==> src/rtl/volume_step_ctrl.sv <==
// Button-driven attenuation control: debounced up/down/mute with auto-repeat,
// saturating level, mute override, same code replicated on every channel.

module vsc_debounce #(
  parameter int DEBOUNCE_CYC = 10000
) (
  input  logic clk,
  input  logic rst_n,
  input  logic raw,
  output logic db
);
  localparam int DW = $clog2(DEBOUNCE_CYC + 1);

  logic          s1, s2;
  logic [DW-1:0] cnt;

  // cnt counts consecutive synchronised samples that disagree with db
  always_ff @(posedge clk or negedge rst_n) begin
    if (!rst_n) begin
      s1  <= 1'b0;
      s2  <= 1'b0;
      cnt <= '0;
      db  <= 1'b0;
    end else begin
      s1 <= raw;
      s2 <= s1;
      if (s2 == db) cnt <= '0;
      else if (cnt == DW'(DEBOUNCE_CYC - 1)) begin
        db  <= s2;
        cnt <= '0;
      end else cnt <= cnt + DW'(1);
    end
  end
endmodule

module volume_step_ctrl #(
  parameter int VOL_W        = 8,
  parameter int NCH          = 2,
  parameter int STEP         = 16,
  parameter int VOL_MAX      = 240,
  parameter int VOL_INIT     = 240,
  parameter int DEBOUNCE_CYC = 10000,
  parameter int HOLD_CYC     = 5000000,
  parameter int REPEAT_CYC   = 1000000
) (
  input  logic                 clk,
  input  logic                 rst_n,
  input  logic                 up,
  input  logic                 down,
  input  logic                 mute,
  output logic [NCH*VOL_W-1:0] volume,
  output logic                 muted,
  output logic                 at_min,
  output logic                 at_max,
  output logic                 step_pulse
);
  localparam int NIN     = 3;
  localparam int LW      = VOL_W + 1;
  localparam int CNT_MAX = (HOLD_CYC > REPEAT_CYC) ? HOLD_CYC : REPEAT_CYC;
  localparam int CW      = $clog2(CNT_MAX + 1);
  localparam logic [LW-1:0] STEP_L = LW'(STEP);
  localparam logic [LW-1:0] VMAX_L = LW'(VOL_MAX);
  localparam logic [LW-1:0] LIM_L  = LW'(VOL_MAX - STEP);

  typedef enum logic [1:0] {IDLE, HOLD, REPEAT} state_t;

  logic [NIN-1:0] raw, db, ev, ev_q, rise_q;
  logic           cmd_up, cmd_dn, held;
  state_t         state;
  logic           dir;
  logic [CW-1:0]  cnt;
  logic [VOL_W-1:0] level;
  logic [LW-1:0]  lvl_ext, lvl_up, lvl_dn, lvl_nxt;
  logic           step_req, step_dn, muted_nxt;
  logic [NCH-1:0][VOL_W-1:0] vol_q;

  assign raw = {mute, down, up};

  vsc_debounce #(.DEBOUNCE_CYC(DEBOUNCE_CYC)) u_db [NIN-1:0] (
    .clk(clk), .rst_n(rst_n), .raw(raw), .db(db)
  );

  // both buttons down cancels each other out
  assign cmd_up = db[0] & ~db[1];
  assign cmd_dn = db[1] & ~db[0];
  assign ev     = {db[2], cmd_dn, cmd_up};
  assign held   = dir ? cmd_dn : cmd_up;

  assign lvl_ext = {1'b0, level};
  assign lvl_up  = (lvl_ext < STEP_L) ? '0 : lvl_ext - STEP_L;
  assign lvl_dn  = (lvl_ext > LIM_L) ? VMAX_L : lvl_ext + STEP_L;

  always_comb begin
    step_req = 1'b0;
    step_dn  = dir;
    case (state)
      IDLE: begin
        if (rise_q[0] && cmd_up) begin
          step_req = 1'b1;
          step_dn  = 1'b0;
        end else if (rise_q[1] && cmd_dn) begin
          step_req = 1'b1;
          step_dn  = 1'b1;
        end
      end
      default: step_req = held && (cnt == '0);
    endcase
  end

  assign lvl_nxt   = step_req ? (step_dn ? lvl_dn : lvl_up) : lvl_ext;
  // a step always unmutes, even if a mute toggle lands in the same clock
  assign muted_nxt = step_req ? 1'b0 : (rise_q[2] ? ~muted : muted);

  // cnt holds remaining clocks minus one, so a step fires exactly HOLD_CYC / REPEAT_CYC apart
  always_ff @(posedge clk or negedge rst_n) begin
    if (!rst_n) begin
      ev_q       <= '0;
      rise_q     <= '0;
      state      <= IDLE;
      dir        <= 1'b0;
      cnt        <= '0;
      level      <= VOL_W'(VOL_INIT);
      muted      <= 1'b0;
      step_pulse <= 1'b0;
      at_min     <= (VOL_INIT == 0);
      at_max     <= (VOL_INIT == VOL_MAX);
      vol_q      <= {NCH{VOL_W'(VOL_INIT)}};
    end else begin
      ev_q   <= ev;
      rise_q <= ev & ~ev_q;
      case (state)
        IDLE: if (step_req) begin
          dir   <= step_dn;
          cnt   <= CW'(HOLD_CYC - 1);
          state <= HOLD;
        end
        default: begin
          if (!held) state <= IDLE;
          else if (cnt == '0) begin
            cnt   <= CW'(REPEAT_CYC - 1);
            state <= REPEAT;
          end else cnt <= cnt - CW'(1);
        end
      endcase
      level      <= lvl_nxt[VOL_W-1:0];
      muted      <= muted_nxt;
      step_pulse <= step_req && (lvl_nxt != lvl_ext);
      at_min     <= (lvl_nxt == '0);
      at_max     <= (lvl_nxt == VMAX_L);
      vol_q      <= {NCH{muted_nxt ? VOL_W'(VOL_MAX) : lvl_nxt[VOL_W-1:0]}};
    end
  end

  assign volume = vol_q;
endmodule
==> config.mk <==
export PLATFORM = sky130hd
export DESIGN_NAME = volume_step_ctrl
export DESIGN_NICKNAME = d
export VERILOG_FILES = /design/src/rtl/volume_step_ctrl.sv
export SDC_FILE = /design/constraint.sdc
export NUM_CORES = 1
export LEC_CHECK = 0
export ABC_AREA = 1
export CAP_MARGIN = 40
export CORE_MARGIN = 2
export CORE_UTILIZATION = 30
export CTS_BUF_LIST = sky130_fd_sc_hd__clkbuf_4
export CTS_CLUSTER_DIAMETER = 150
export CTS_CLUSTER_SIZE = 40
export DETAILED_ROUTE_END_ITERATION = 10
export HOLD_SLACK_MARGIN = 0.08
export SYNTH_ARGS = -nofsm -noshare
export SYNTH_HDL_FRONTEND = slang
export SYNTH_HIERARCHICAL = 1
export SYNTH_SLANG_ARGS = --single-unit
==> constraint.sdc <==
create_clock -name clk -period 1.6 [get_ports clk]
set_input_delay 0.24 -clock clk [delete_from_list [all_inputs] [get_ports clk]]
set_output_delay 0.24 -clock clk [all_outputs]
set_load 0.01 [all_outputs]
==> impl_metrics.json, run 1 <==
{
  "die_area_um2": 19800,
  "worst_path_largest_cell_delay_ps": 420,
  "finalMaxSlewViolations": 0,
  "vias_per_cell": 4.46,
  "rsz0062_at_grt": "true",
  "cts-root-to-sink-buffers": 2,
  "ys_warn_count": 6,
  "cts_tree": "yes",
  "grt_max_degree": 48,
  "grt_use_total_pct": 13.4,
  "failing_checks": "setup timing",
  "rows": 50,
  "antenna_cells_inserted": 0,
  "end_kind": "flip-flop",
  "layout.cells.most_common": "nand2_1",
  "tightestPinTransition_ps": 361,
  "layout-area-overhead-vs-synth_pct": 34.2,
  "placement.io_buffers": 24,
  "yosys_register_bits": 103,
  "final-hold-violation-count": 0,
  "total_cts_buffers": 9,
  "h-tree-depth": 3,
  "crit_buf_inv": 2,
  "worst_hold_class": "in2reg",
  "yosys_most_used_dff": "dfrtp_1",
  "post_synth_num_cell_types": 39,
  "synth-edff-count": 0,
  "total_power_uw": 4060,
  "cts_root_buffer": "clkbuf_4",
  "post_synth_xor_area_fraction_pct": 4.77,
  "async_flop_share_pct": 100,
  "final_antenna_net_count": 0,
  "status": "finished with violations",
  "clk_pin_slew_worst_paths_ps": 160,
  "firstDrtPassIters": 6,
  "synth_top_family_by_area": "simple AND/OR/NAND/NOR gates",
  "first_global_vias": 4773,
  "min_period_over_period_pct": 111,
  "critical_path.most_common_cell": "nand2_2",
  "worst-setup-path-type": "reg2reg",
  "timing.critical_path.required_ps": 2030,
  "num-nets-final": 849,
  "pwr_density_cell_nw_per_um2": 540,
  "clock.fmax_mhz": 563,
  "wire_length_of_the_first_global_routing_pass_mm": 21.9,
  "grt_antenna_before_repair": 0,
  "routed_wirelength_mm": 12.6,
  "period_minus_slack_ps": 1780,
  "cp_cell_sequence": "inv_2, ha_4, nand2_2, nor2_1, nand2_1, nor2_2, nand3_4, nand2_8, buf_4, nand2_2, nand2_2, nand3_2, nor2_2",
  "post_synth_fa_ha_maj_area_fraction_pct": 2.45,
  "detailroute.via_count": 4785,
  "seq_area_frac_synth_pct": 46.2,
  "chipHeight_um": 141,
  "worst_skew_pair.late_latency_ps": 490,
  "design.core.area_um2": 18500,
  "io-pin-count": 25,
  "final_cell_mix": "nand2_1, nor2_1, buf_4, dfrtp_1, inv_1",
  "final.fill_count": 1892,
  "detailedPlacementHpwl_mm": 8.80,
  "yosys.area_share.simple_pct": 33.4,
  "die_width_um": 141,
  "gr-total-overflow": 0,
  "first_iter_violations": 205,
  "cpLargestDelayFamily": "simple AND/OR/NAND/NOR gates",
  "timing.critical_path.from_type": "flip-flop",
  "critical_path.slowest_cell": "dfrtp_1",
  "critical_path.max_fanout": 5,
  "cap_violations": 0,
  "clock_skew_ps": 19.8,
  "synth_fp_nets": 716,
  "leakagePower_uw": 0.00383,
  "timing.final.ws_setup_ps": -176,
  "vdd.ir_drop.worst_mv": 0.338,
  "initial_utilization_pct": 30.3,
  "cp_data_arrival_time_ps": 2210,
  "synth_compound_gate_area_share_pct": 5.11,
  "cell_area_synth_um2": 5610,
  "max-slew-margin-rel_pct": 75.9,
  "report.final.setup_viol": 39,
  "layout-drive-gt1-share_pct": 33.9,
  "worst_hold_slack_ps": 180,
  "wire_per_inst_um": 11.7,
  "postSynthAreaPerCell_um2": 8.01,
  "gpl.final_weighted_congestion": 0.815,
  "postSynthCellCount": 700,
  "post_synth_mux_area_share_pct": 0,
  "clock_sinks": 103,
  "drc": 0
}
[cell usage after synthesis, drive strengths merged, types with 2 or more instances]
library cell	number	area (µm²)
a21o	4	30.0
a21oi	14	85.1
a31oi	3	18.8
buf	11	92.6
clkbuf	2	7.51
dfrtp	94	2350
dfstp	9	236
ha	11	138
inv	94	353
nand2	162	693
nand3	62	358
nand4	17	106
nor2	145	622
nor3	14	70.1
o211ai	2	15.0
o21ai	16	80.1
o22ai	4	25.0
or2	4	25.0
xnor2	14	123
xor2	14	145
[final timing paths]
kind | end | slack, ps | from | cells past startpoint
min | u_db[1]/s1$_DFF_PN0_ | 180 | down | 1
max reg2reg | at_max$_DFF_PN1_ | -180 | cnt[0]$_DFFE_PN0P_ | 13
max in group asynchronous | u_db[1]/db$_DFFE_PN0P_ | 840 | rst_n | 3
min reg2reg | u_db[2]/s2$_DFF_PN0_ | 370 | u_db[2]/s1$_DFF_PN0_ | 0
min in group asynchronous | volume[10]$_DFF_PN0_ | 190 | rst_n | 2
max | at_max$_DFF_PN1_ | -180 | cnt[0]$_DFFE_PN0P_ | 13
[final cells by class]
type	instances	area (µm²)	share of cell area, %
clock inverters	4	25.0	0.333
multi-input cells	490	3010	40.0
clock buffers	12	90.1	1.20
inverters	94	358	4.76
well taps	234	293	3.89
flip-flops and latches	103	2590	34.4
repair buffers	135	1160	15.4
[repair_timing]
item | 4_1_cts | 5_1_grt
setup endpoints to repair | 61 | 44
hold endpoints to repair | 94 | 0
buffers inserted | 16 | 10
resized for setup | 100 | 56
hold buffers | 1 | 0
pin swaps | 23 | 34
[state kept, by name (all words and copies together), names as in the netlist]
name,flops
cnt,23
u_db/s2,3
step_pulse,1
u_db/cnt,42
rise_q,3
dir,1
level,8
ev_q,3
at_min,1
u_db/db,3
muted,1
state,2
volume,8
at_max,1
u_db/s1,3
[layer usage]
layer | global-route usage (%) | wire [µm] | up-vias
li1 | - | - | 2462
met1 | 17.6 | 5900 | 2266
met2 | 22.6 | 6190 | 46
met3 | 1.87 | 302 | 11
met4 | 4.53 | 189 | 0
met5 | 0 | 0 | -
[metrics by stage]
step	cells	setup WS, ps	area [µm²]	utilization, %	setup TNS, ps
after floorplan	700	1.29	5620	-	0
after global placement	1032	-293	6720	36.3	-4100
after detailed placement	1032	-265	6720	36.3	-3730
after CTS	1065	-152	7250	39.1	-1930
after global routing	1072	-259	7520	40.6	-6900
final	1072	-176	7520	40.6	-3030
[cells by family after synthesis]
kind of cell	Yosys count
fa+ha+maj	11
compound gates	47
simple gates	404
xor+xnor	28
buf+inv	107
flops	103
[power by group]
group,internal [µW],switching [µW]
logic,50.2,97.8
registers,2630,27.0
clock network,369,886
[worst register-to-register path, stage by stage (launching register included)]
cell	delay [ps]
dfrtp_1	420
inv_2	90
ha_4	130
nand2_2	50
nor2_1	100
nand2_1	80
nor2_2	140
nand3_4	120
nand2_8	110
buf_4	120
nand2_2	60
nand2_2	110
nand3_2	90
nor2_2	100
Power figures use the tool's default switching activity.
==> inputs of run 2 (changes only) <==
Settings changed: DONT_BUFFER_PORTS from default to 1.
==> run 2 against run 1 <==
Effect of this change: the run ends with hold timing, setup timing left; clock power is essentially flat; clock skew about the same; via count decreased by 1.6%; largest power group unchanged; final area shrank 5.7%; wire length down 4.8%; largest cell class unchanged; flip-flop and latch count unchanged.
==> impl_metrics.json, run 2 (synthesized netlist as in run 1, its figures left out) <==
{
  "cap_violations": 0,
  "final-instance-count-excl-fill": 1045,
  "timing.final.ws_setup_ps": -115,
  "layout-area-overhead-vs-synth_pct": 26.6,
  "min_period_over_period_pct": 107,
  "worst_hold_class": "in2async",
  "critical_path.max_fanout": 5,
  "max_ffs_per_register": 42,
  "report.final.setup_viol": 22,
  "place_inst": 1009,
  "gpl.final_weighted_congestion": 0.813,
  "clock_skew_ps": 19.8,
  "rsz0062_at_grt": "true",
  "tightestPinTransition_ps": 355,
  "timing.critical_path.required_ps": 2020,
  "cts_root_buffer": "clkbuf_4",
  "detailroute.via_count": 4707,
  "topRoutingLayerUsed": "met4",
  "detailedPlacementHpwl_mm": 8.57,
  "wire_length_of_the_first_global_routing_pass_mm": 21.0,
  "initial_utilization_pct": 30.3,
  "failing_checks": "hold timing, setup timing",
  "grt_use_total_pct": 12.7,
  "finalMaxSlewViolations": 0,
  "status": "finished with violations",
  "grt_max_degree": 104,
  "cts_tree": "yes",
  "final_antenna_net_count": 0,
  "clock.fmax_mhz": 583,
  "vdd.ir_drop.worst_mv": 0.453,
  "final.fill_count": 1917,
  "layout-drive-gt1-share_pct": 31.3,
  "drc": 0,
  "wire_per_inst_um": 11.5,
  "clk_pin_slew_worst_paths_ps": 160,
  "die_width_um": 141,
  "gr-total-overflow": 0,
  "first_global_vias": 4632,
  "layout_top_registers": "u_db/cnt (42), cnt (23)",
  "grt_antenna_before_repair": 0,
  "leakagePower_uw": 0.00361,
  "final_cell_mix": "nand2_1, nor2_1, buf_4, dfrtp_1, inv_1",
  "io-pin-count": 25,
  "register_name_with_the_most_flops": "u_db/cnt",
  "cts-root-to-sink-buffers": 2,
  "total_power_uw": 3960,
  "end_kind": "flip-flop",
  "chipHeight_um": 141,
  "rows": 50,
  "die_area_um2": 19800,
  "worst_skew_pair.late_latency_ps": 470,
  "cts.hold.buffers_added": 3,
  "worst-setup-path-type": "reg2reg",
  "first_iter_violations": 221,
  "num-nets-final": 822,
  "pwr_density_cell_nw_per_um2": 558,
  "routed_wirelength_mm": 12.0,
  "wl_met3_um": 265,
  "vias_per_cell": 4.50,
  "design.core.area_um2": 18500,
  "final-hold-violation-count": 103,
  "cp_data_arrival_time_ps": 2130,
  "routed-wl-met2_mm": 5.82,
  "period_minus_slack_ps": 1720,
  "firstDrtPassIters": 4,
  "worst_hold_slack_ps": -564,
  "clock_sinks": 103,
  "total_cts_buffers": 9,
  "layout.cells.most_common": "nand2_1",
  "h-tree-depth": 3,
  "antenna_cells_inserted": 0,
  "timing.critical_path.from_type": "flip-flop",
  "drt-met1-wl_mm": 5.69,
  "placement.io_buffers": 0,
  "max-slew-margin-rel_pct": 76.3
}
run 2: layout make-up:
| cell class | count | area [µm²] | share of cell area (%) |
|---|---|---|---|
| inverters | 94 | 358 | 5.04 |
| clock inverters | 6 | 36.3 | 0.511 |
| clock buffers | 10 | 75.1 | 1.06 |
| repair buffers | 108 | 850 | 12.0 |
| multi-input cells | 490 | 2900 | 40.8 |
| flip-flops and latches | 103 | 2590 | 36.5 |
| well taps | 234 | 293 | 4.12 |
run 2: worst max-delay path: stages (launching register included):
cell     delay [ps]
dfrtp_1         460
buf_4           170
inv_4            50
nand2_2          70
nor2_4           90
nand2_2          70
nor2_4          110
nand3_4         100
nand2_8         110
buf_6           120
nand2_8          60
o41ai_4          60
nand2_1          90
nor2_1          100
run 2: path summary, 6_finish.rpt:
path / depth (start not counted) / end / slack (ps) / startpoint
min in group clk: 1 / u_db[2]/s1$_DFF_PN0_ / 310 / mute
worst max-delay path: 13 / at_max$_DFF_PN1_ / -120 / cnt[2]$_DFFE_PN0P_
worst min-delay path: 0 / muted$_DFF_PN0_ / -560 / rst_n
worst max register to register: 13 / at_max$_DFF_PN1_ / -120 / cnt[2]$_DFFE_PN0P_
worst min register to register: 0 / u_db[2]/s2$_DFF_PN0_ / 370 / u_db[2]/s1$_DFF_PN0_
max in group asynchronous: 0 / volume[13]$_DFF_PN1_ / 1950 / rst_n
run 2: where the power goes:
group	internal [µW]	switching, µW
sequential	2630	27.3
clock	334	885
combinational	35.5	46.4
total	3000	959
run 2: metrics by stage:
step / setup slack, ps / hold WS, ps / util, % / cell area (µm²) / TNS (ps)
6_report: -115 / -564 / 38.3 / 7100 / -1000
2_1_floorplan: 1.29 / -55.6 / - / 5620 / 0
5_1_grt: -219 / -606 / 38.3 / 7100 / -4630
3_3_place_gp: -181 / -52.3 / 34.9 / 6470 / -1670
3_5_place_dp: -201 / -52.7 / 34.9 / 6470 / -1980
4_1_cts: -131 / -611 / 36.6 / 6770 / -1220
run 2: what timing repair did:
item                                    4_1_cts  5_1_grt
buffers inserted                              7       11
endpoints found under the setup margin       30       42
endpoints found under the hold margin       106      103
pin swaps                                    13       17
gates resized for setup                      38       59
run 2: metal layers:
layer	track usage (%)	vias up
met4	4.74	0
met2	21.4	48
li1	-	2408
met1	16.9	2237
met3	1.70	14
met5	0	-
